==> config.mk <==
export PLATFORM = sky130hd
export DESIGN_NAME = mdu_iter
export DESIGN_NICKNAME = d
export VERILOG_FILES = /design/src/rtl/mdu_iter_pkg.sv /design/src/rtl/mdu_div_step.sv /design/src/rtl/mdu_iter.sv
export SDC_FILE = /design/constraint.sdc
export NUM_CORES = 1
export LEC_CHECK = 0
export CORE_MARGIN = 10
export CORE_UTILIZATION = 55
export CTS_CLUSTER_DIAMETER = 80
export CTS_CLUSTER_SIZE = 28
export DETAILED_ROUTE_END_ITERATION = 10
export PLACE_DENSITY = 0.82
export RECOVER_POWER = 50
export SETUP_SLACK_MARGIN = 0.02
export SYNTH_ARGS = -nofsm -noshare
export SYNTH_HDL_FRONTEND = slang
export SYNTH_SLANG_ARGS = --single-unit
==> constraint.sdc <==
create_clock -name clk -period 5.6 [get_ports clk]
set_clock_uncertainty 0.2 [all_clocks]
set_input_delay 1.12 -clock clk [delete_from_list [all_inputs] [get_ports clk]]
set_output_delay 1.12 -clock clk [all_outputs]
set_load 0.02 [all_outputs]
==> src/rtl/mdu_iter_pkg.sv <==
// Shared encodings for the iterative multiply/divide unit: op codes,
// FSM state encoding and small op-decode helpers.
package mdu_iter_pkg;

  localparam logic [2:0] MDU_MULT  = 3'b000;
  localparam logic [2:0] MDU_MULTU = 3'b001;
  localparam logic [2:0] MDU_DIV   = 3'b010;
  localparam logic [2:0] MDU_DIVU  = 3'b011;
  localparam logic [2:0] MDU_MTHI  = 3'b100;
  localparam logic [2:0] MDU_MTLO  = 3'b101;

  typedef enum logic {
    MDU_IDLE = 1'b0,
    MDU_RUN  = 1'b1
  } mdu_state_e;

  // MULT/MULTU/DIV/DIVU all share op[2]=0
  function automatic logic mdu_is_arith(input logic [2:0] op);
    return (op[2] == 1'b0);
  endfunction

  // signed variants are the even codes of the arithmetic group
  function automatic logic mdu_is_signed(input logic [2:0] op);
    return (op[2] == 1'b0) && (op[0] == 1'b0);
  endfunction

endpackage

==> src/rtl/mdu_div_step.sv <==
// One restoring-division step: shift the next dividend bit into the partial
// remainder, subtract the divisor when it fits, and shift the quotient bit in.
// The dividend bits live in the quotient register and are consumed MSB first.
module mdu_div_step
  import mdu_iter_pkg::*;
#(
  parameter int WIDTH = 32
) (
  input  logic [WIDTH-1:0] rem_i,
  input  logic [WIDTH-1:0] quo_i,
  input  logic [WIDTH-1:0] div_i,
  output logic [WIDTH-1:0] rem_o,
  output logic [WIDTH-1:0] quo_o
);

  logic [WIDTH:0] shifted;
  logic [WIDTH:0] diff;

  // trial subtraction; remainder restored by simply not taking the difference
  always_comb begin
    shifted = {rem_i, quo_i[WIDTH-1]};
    diff    = shifted - {1'b0, div_i};
    if (shifted >= {1'b0, div_i}) begin
      rem_o = diff[WIDTH-1:0];
      quo_o = {quo_i[WIDTH-2:0], 1'b1};
    end else begin
      rem_o = shifted[WIDTH-1:0];
      quo_o = {quo_i[WIDTH-2:0], 1'b0};
    end
  end

endmodule

==> src/rtl/mdu_iter.sv <==
// Iterative multiply/divide unit with HI/LO register pair.
// Multiply: radix-2 shift-add on magnitudes; divide: restoring on magnitudes.
// Both take WIDTH cycles and share the acc_hi/acc_lo working registers.
// Build option MDU_FAST_MUL_EN: MULT/MULTU use a single-cycle combinational
// multiplier and never raise busy; divide stays iterative.
//
// state    | meaning
// ---------+-----------------------------------------------------------
// MDU_IDLE | waiting; accepts MULT/MULTU/DIV/DIVU launch and MTHI/MTLO
// MDU_RUN  | one result bit per cycle; completes after WIDTH steps
module mdu_iter
  import mdu_iter_pkg::*;
#(
  parameter int WIDTH = 32
) (
  input  logic             clk,
  input  logic             rst,
  input  logic             start,
  input  logic [2:0]       op,
  input  logic [WIDTH-1:0] a,
  input  logic [WIDTH-1:0] b,
  input  logic             flush,
  output logic             busy,
  output logic             done,
  output logic [WIDTH-1:0] hi,
  output logic [WIDTH-1:0] lo
);

  localparam int CNT_W = $clog2(WIDTH + 1);
  localparam logic [CNT_W-1:0] LAST_CNT = CNT_W'(WIDTH - 1);

  mdu_state_e       state_q, state_d;
  logic [CNT_W-1:0] cnt_q, cnt_d;
  logic             is_div_q, is_div_d;
  logic             neg_res_q, neg_res_d;
  logic             neg_rem_q, neg_rem_d;
  logic             dz_q, dz_d;
  logic [WIDTH-1:0] acc_hi_q, acc_hi_d;
  logic [WIDTH-1:0] acc_lo_q, acc_lo_d;
  logic [WIDTH-1:0] opnd_q, opnd_d;
  logic [WIDTH-1:0] hi_q, hi_d;
  logic [WIDTH-1:0] lo_q, lo_d;
  logic             done_q, done_d;

  logic             op_signed;
  logic             a_neg, b_neg;
  logic [WIDTH-1:0] a_mag, b_mag;
  logic [WIDTH:0]   mul_sum;
  logic [WIDTH-1:0] mul_hi_n, mul_lo_n;
  logic [WIDTH-1:0] div_rem_n, div_quo_n;
  logic [WIDTH-1:0] step_hi, step_lo;
  logic [2*WIDTH-1:0] prod_mag, prod_fix;
  logic [WIDTH-1:0] quo_fix, rem_fix;
  logic [WIDTH-1:0] res_hi, res_lo;

  mdu_div_step #(.WIDTH(WIDTH)) u_div_step (
    .rem_i (acc_hi_q),
    .quo_i (acc_lo_q),
    .div_i (opnd_q),
    .rem_o (div_rem_n),
    .quo_o (div_quo_n)
  );

`ifdef MDU_FAST_MUL_EN
  logic [2*WIDTH-1:0] fast_a, fast_b, fast_prod;

  // extend to 2*WIDTH first so the truncated product is correct signed or not
  always_comb begin
    fast_a    = op_signed ? {{WIDTH{a[WIDTH-1]}}, a} : {{WIDTH{1'b0}}, a};
    fast_b    = op_signed ? {{WIDTH{b[WIDTH-1]}}, b} : {{WIDTH{1'b0}}, b};
    fast_prod = fast_a * fast_b;
  end
`endif

  // operand magnitudes, iteration datapath and sign fix-up of the final step
  always_comb begin
    op_signed = mdu_is_signed(op);
    a_neg     = op_signed & a[WIDTH-1];
    b_neg     = op_signed & b[WIDTH-1];
    a_mag     = a_neg ? (~a + 1'b1) : a;
    b_mag     = b_neg ? (~b + 1'b1) : b;

    mul_sum   = {1'b0, acc_hi_q} + (acc_lo_q[0] ? {1'b0, opnd_q} : {(WIDTH+1){1'b0}});
    mul_hi_n  = mul_sum[WIDTH:1];
    mul_lo_n  = {mul_sum[0], acc_lo_q[WIDTH-1:1]};

    step_hi   = is_div_q ? div_rem_n : mul_hi_n;
    step_lo   = is_div_q ? div_quo_n : mul_lo_n;

    prod_mag  = {step_hi, step_lo};
    prod_fix  = neg_res_q ? (~prod_mag + 1'b1) : prod_mag;
    // divide-by-zero: quotient forced to all ones; remainder magnitude is |a|,
    // which the dividend-sign fix-up turns back into a
    quo_fix   = dz_q ? {WIDTH{1'b1}} : (neg_res_q ? (~step_lo + 1'b1) : step_lo);
    rem_fix   = neg_rem_q ? (~step_hi + 1'b1) : step_hi;

    res_hi    = is_div_q ? rem_fix : prod_fix[2*WIDTH-1:WIDTH];
    res_lo    = is_div_q ? quo_fix : prod_fix[WIDTH-1:0];
  end

  // next-state logic: launch, iterate, complete or abort
  always_comb begin
    state_d   = state_q;
    cnt_d     = cnt_q;
    is_div_d  = is_div_q;
    neg_res_d = neg_res_q;
    neg_rem_d = neg_rem_q;
    dz_d      = dz_q;
    acc_hi_d  = acc_hi_q;
    acc_lo_d  = acc_lo_q;
    opnd_d    = opnd_q;
    hi_d      = hi_q;
    lo_d      = lo_q;
    done_d    = 1'b0;

    case (state_q)
      MDU_IDLE: begin
        if (start && !flush) begin
          if (op == MDU_MTHI) begin
            hi_d = a;
          end else if (op == MDU_MTLO) begin
            lo_d = a;
          end else if (mdu_is_arith(op)) begin
`ifdef MDU_FAST_MUL_EN
            if (!op[1]) begin
              hi_d   = fast_prod[2*WIDTH-1:WIDTH];
              lo_d   = fast_prod[WIDTH-1:0];
              done_d = 1'b1;
            end else begin
`else
            begin
`endif
              state_d   = MDU_RUN;
              cnt_d     = '0;
              is_div_d  = op[1];
              neg_res_d = a_neg ^ b_neg;
              neg_rem_d = a_neg;
              dz_d      = op[1] && (b == '0);
              acc_hi_d  = '0;
              // divide: dividend shifts out of acc_lo; multiply: multiplier does
              acc_lo_d  = op[1] ? a_mag : b_mag;
              opnd_d    = op[1] ? b_mag : a_mag;
            end
          end
        end
      end
      MDU_RUN: begin
        if (flush) begin
          state_d = MDU_IDLE;
          cnt_d   = '0;
        end else begin
          acc_hi_d = step_hi;
          acc_lo_d = step_lo;
          cnt_d    = cnt_q + CNT_W'(1);
          if (cnt_q == LAST_CNT) begin
            state_d = MDU_IDLE;
            cnt_d   = '0;
            hi_d    = res_hi;
            lo_d    = res_lo;
            done_d  = 1'b1;
          end
        end
      end
      default: state_d = MDU_IDLE;
    endcase
  end

  // state and output registers with synchronous reset
  always_ff @(posedge clk) begin
    if (rst) begin
      state_q   <= MDU_IDLE;
      cnt_q     <= '0;
      is_div_q  <= 1'b0;
      neg_res_q <= 1'b0;
      neg_rem_q <= 1'b0;
      dz_q      <= 1'b0;
      acc_hi_q  <= '0;
      acc_lo_q  <= '0;
      opnd_q    <= '0;
      hi_q      <= '0;
      lo_q      <= '0;
      done_q    <= 1'b0;
    end else begin
      state_q   <= state_d;
      cnt_q     <= cnt_d;
      is_div_q  <= is_div_d;
      neg_res_q <= neg_res_d;
      neg_rem_q <= neg_rem_d;
      dz_q      <= dz_d;
      acc_hi_q  <= acc_hi_d;
      acc_lo_q  <= acc_lo_d;
      opnd_q    <= opnd_d;
      hi_q      <= hi_d;
      lo_q      <= lo_d;
      done_q    <= done_d;
    end
  end

  assign busy = (state_q == MDU_RUN);
  assign done = done_q;
  assign hi   = hi_q;
  assign lo   = lo_q;

endmodule
==> impl_results.md, run 1 <==
* Crit path launch: opnd_q[10]
* Int Power at 2.35 mW
* CP delay by family, top: compound AO/OA/AOI/OAI gates
* CTS sink count at 172
* DIE AREA at 36200 um^2
* Global-route wire length before repair at 102000 um
* WP buf/inv at 3
* Slowest stage cell, crit path: a211oi_1
* Combinational share of power at 0.299
* Outcome: finished with violations
* Power Density at 203 nW/um^2
* Antenna Cells at 0
* Crit path cell chain: inv_1 -> ha_1 -> a211oi_2 -> o211ai_2 -> a211o_1 -> o211ai_1 -> buf_4 -> nand2_2 -> a311oi_4 -> buf_4 -> and4_1 -> nand4_1 -> a211oi_1 -> o211ai_1 -> xnor2_1 -> o41ai_1
* FF+latch count, synth at 172
* Hold Path Class: reg2reg
* Worst-path clk slew at 70 ps
* Fin. Hold Viols at 0
* Worst Setup EP: hi[24]
* Vias at 18479
* Worst setup margin at 304 ps
* # fillers at 2649
* Final ANT Viol Nets at 0
* Sequential element share of the synthesized area at 0.216
* Avg Inst Size Synth at 7.12 um^2
* Setup_tns at 0 ps
* Peak VDD IR at 0.241 mV
* Share of cells above drive strength 1 at 0.0679
* Crit Path Max Fanout at 9
* Total global routing overflow at 0
* I/O pin cnt at 137
* EDFF count, synth at 0
* Worst path arrival time at 5450 ps
* CP required at 5760 ps
* Grt peak-use layer: met2
* HP Start: lo[6]
* Failing checks: max-capacitance violations, max-slew violations
* Clk buf depth at 2
* RSZ-0062 raised after global routing: false
* Total track usage at 0.363
* Area of the mapped netlist at 16000 um^2
* Hold Path Stages at 2
* Hold buffer count at CTS at 0
* Worst R2R Start: opnd_q[10]
* Post-synthesis mux area share at 0.0386
* GP Congestion at 1.06
* H-tree depth at 4
* Fin crit share at 0.946
* Final #Nets at 2470
* Clk pwr share at 0.354
* Die Wd at 190 um
* R2R cell count at 16
* Slowest stage delay, CP at 550 ps
* Post-synthesis adder-cell area fraction at 0.0566
* Gate Count Post-Synth at 2241
* Met3 GRT Util at 0.0680
* Synth Area in Compound Gates at 0.300
* Post-Synth XOR/XNOR Area at 0.0807
* P_sw at 1.39 mW
* M1 GR Usage at 0.458
* LEAKAGE at 7.12 nW
* Worst-Margin Slew at 2870 ps
* Final setup viols at 0
* CORE AREA at 28700 um^2
* Site Rows at 62
* Commonest non-fill, non-tap cell in the layout: nand2_1
* Starting DRC count in detailed routing at 2718
* Fraction of the mapped netlist area in simple logic gates at 0.255
* Residual DRC at 0
* Syn_nets at 2383
* Final wirelength at 68000 um
* Post-DP HPWL at 53100 um
* Largest net degree at the start of global routing at 92
* Latest clock arrival within the worst-skew pair at 480 ps
* Syn-to-layout area delta at 15.2%
* Reg power frac at 0.347
* CTS tree: built
* R2R setup slack at 300 ps
* Tmin final at 5300 ps
* Die Height at 190 um
* Ys async rst share at 0
* Post-cts resize count at 0
* WL per Instance at 25.0 um
* Sw frac at 0.372
* Postcts setup bufs at 0
* Commonest cells after routing, fill and taps aside: nand2_1 (271), nor2_1 (240), a21oi_1 (199)
* Grt met2 use at 0.551
* Crit Path Category: reg2reg
* Fmax at 0.189 GHz
* Max Cap Viol at 2
* Post-synth top area share at 0.216
* Synth Flop Type: dfxtp_1
* Max-slew headroom at -0.922
* Hold Slack at 247 ps
* Multi-input logic area at 11700 um^2
* Crit path depth at 16
* CP startpoint kind: flip-flop
* Port bufs at 136
* CTS Buf Count at 17
* Ranking of synthesized cells by area: dfxtp_1 (22%), nand2_1 (6.4%), a21oi_1 (6.2%)
* Largest family of logic cells by synthesized area: compound AO/OA/AOI/OAI gates
* Final slew viol count at 91
* Post-synthesis cell type count at 97
* Clock root buffer: clkbuf_16
* Yosys top cell by area: dfxtp_1
* Yosys warnings at 0
* R2R Path End: hi[24]
* Initial Utilization at 0.556
* Vias in the first global route at 17201
* Register area at 3450 um^2
* Initial antenna violation count at 2
* Average via count per standard cell at 6.78
* Setup crit end kind: flip-flop
* Dpl ws at 414 ps
* TritonRoute pass-1 iters at 6
-- registers in the layout, indices dropped and copies added (netlist names), 6 cells and up --
register / cells
acc_hi_q: 32
lo: 32
hi: 32
cnt_q: 6
acc_lo_q: 32
opnd_q: 32
-- cells by family (layout without fill, tap and decap cells) --
| group | count (synthesis) | in the layout |
|---|---|---|
| buffers and inverters | 215 | 315 |
| muxes | 61 | 61 |
| adders and majority gates | 71 | 71 |
| AOI/OAI and AO/OA | 725 | 725 |
| xor gates and xnor gates | 147 | 147 |
| and+or+nand+nor | 850 | 850 |
| DFF | 172 | 172 |
-- through the flow --
stage	cell area (um^2)	util	power, mW	std cells
after CTS	18400	0.642	3.69	2725
after floorplan	16000	-	1.98	2241
after detailed placement	17800	0.621	2.39	2693
after global routing	18400	0.640	3.85	2725
final	18400	0.640	3.74	2725
after global placement	17800	0.621	2.39	2693
-- power by group through the flow --
stage | clock [mW] | sequential [mW] | combinational [mW]
6_report | 1.33 | 1.30 | 1.12
5_1_grt | 1.37 | 1.30 | 1.18
4_1_cts | 1.32 | 1.29 | 1.08
3_5_place_dp | 0 | 1.32 | 1.07
3_3_place_gp | 0 | 1.32 | 1.07
2_1_floorplan | 0 | 1.31 | 0.671
-- worst reg2reg max path, delay by kind of cell (launching register included) --
family | cells | cell delay, ps
AO/OA/AOI/OAI | 8 | 2940
XOR/XNOR | 1 | 150
adder cells (fa/ha/maj) | 1 | 360
buffers and inverters | 3 | 530
flip-flops | 1 | 390
AND/OR/NAND/NOR | 3 | 630
-- layout make-up --
type / instances / share of cell area
Multi-Input combinational cell: 1854 / 0.635
Tap cell: 384 / 0.0261
Timing Repair Buffer: 212 / 0.104
Sequential cell: 172 / 0.188
Clock buffer: 19 / 0.0235
Clock inverter: 13 / 0.00973
Inverter: 71 / 0.0145
-- metal layers --
| layer | up-vias | share of wire |
|---|---|---|
| met5 | - | 0 |
| met3 | 247 | 0.10 |
| met1 | 8723 | 0.39 |
| met2 | 1150 | 0.43 |
| li1 | 8359 | - |
| met4 | 0 | 0.076 |
-- cells in the mapped netlist, drive strengths merged (15+ instances only) --
cell type    n
nand2      273
nor2       241
a21oi      200
o21ai      180
dfxtp      172
clkbuf     105
xor2        79
inv         70
ha          69
xnor2       68
a211oi      63
and2        58
mux2i       57
nand3       55
nor3        43
buf         39
a21o        32
nand4       32
a31oi       27
o211ai      27
o221ai      26
or3         26
nor4        23
or4         18
and3        15
o31ai       15
-- how the worst min path moves through the flow --
| stage | end | slack, ps |
|---|---|---|
| after floorplan | dz_q | 230 |
| after global placement | hi[30] | 240 |
| after detailed placement | lo[6] | 240 |
| after CTS | lo[6] | 250 |
| after global routing | hi[30] | 270 |
| final | lo[6] | 250 |
(Power assumes the default switching activity.)
==> run 2: changes to the inputs <==
SKIP_LAST_GASP = 1   (was not set)
==> results of run 2 <==
The final DEF is identical to that of run 1; final timing and power are the same.
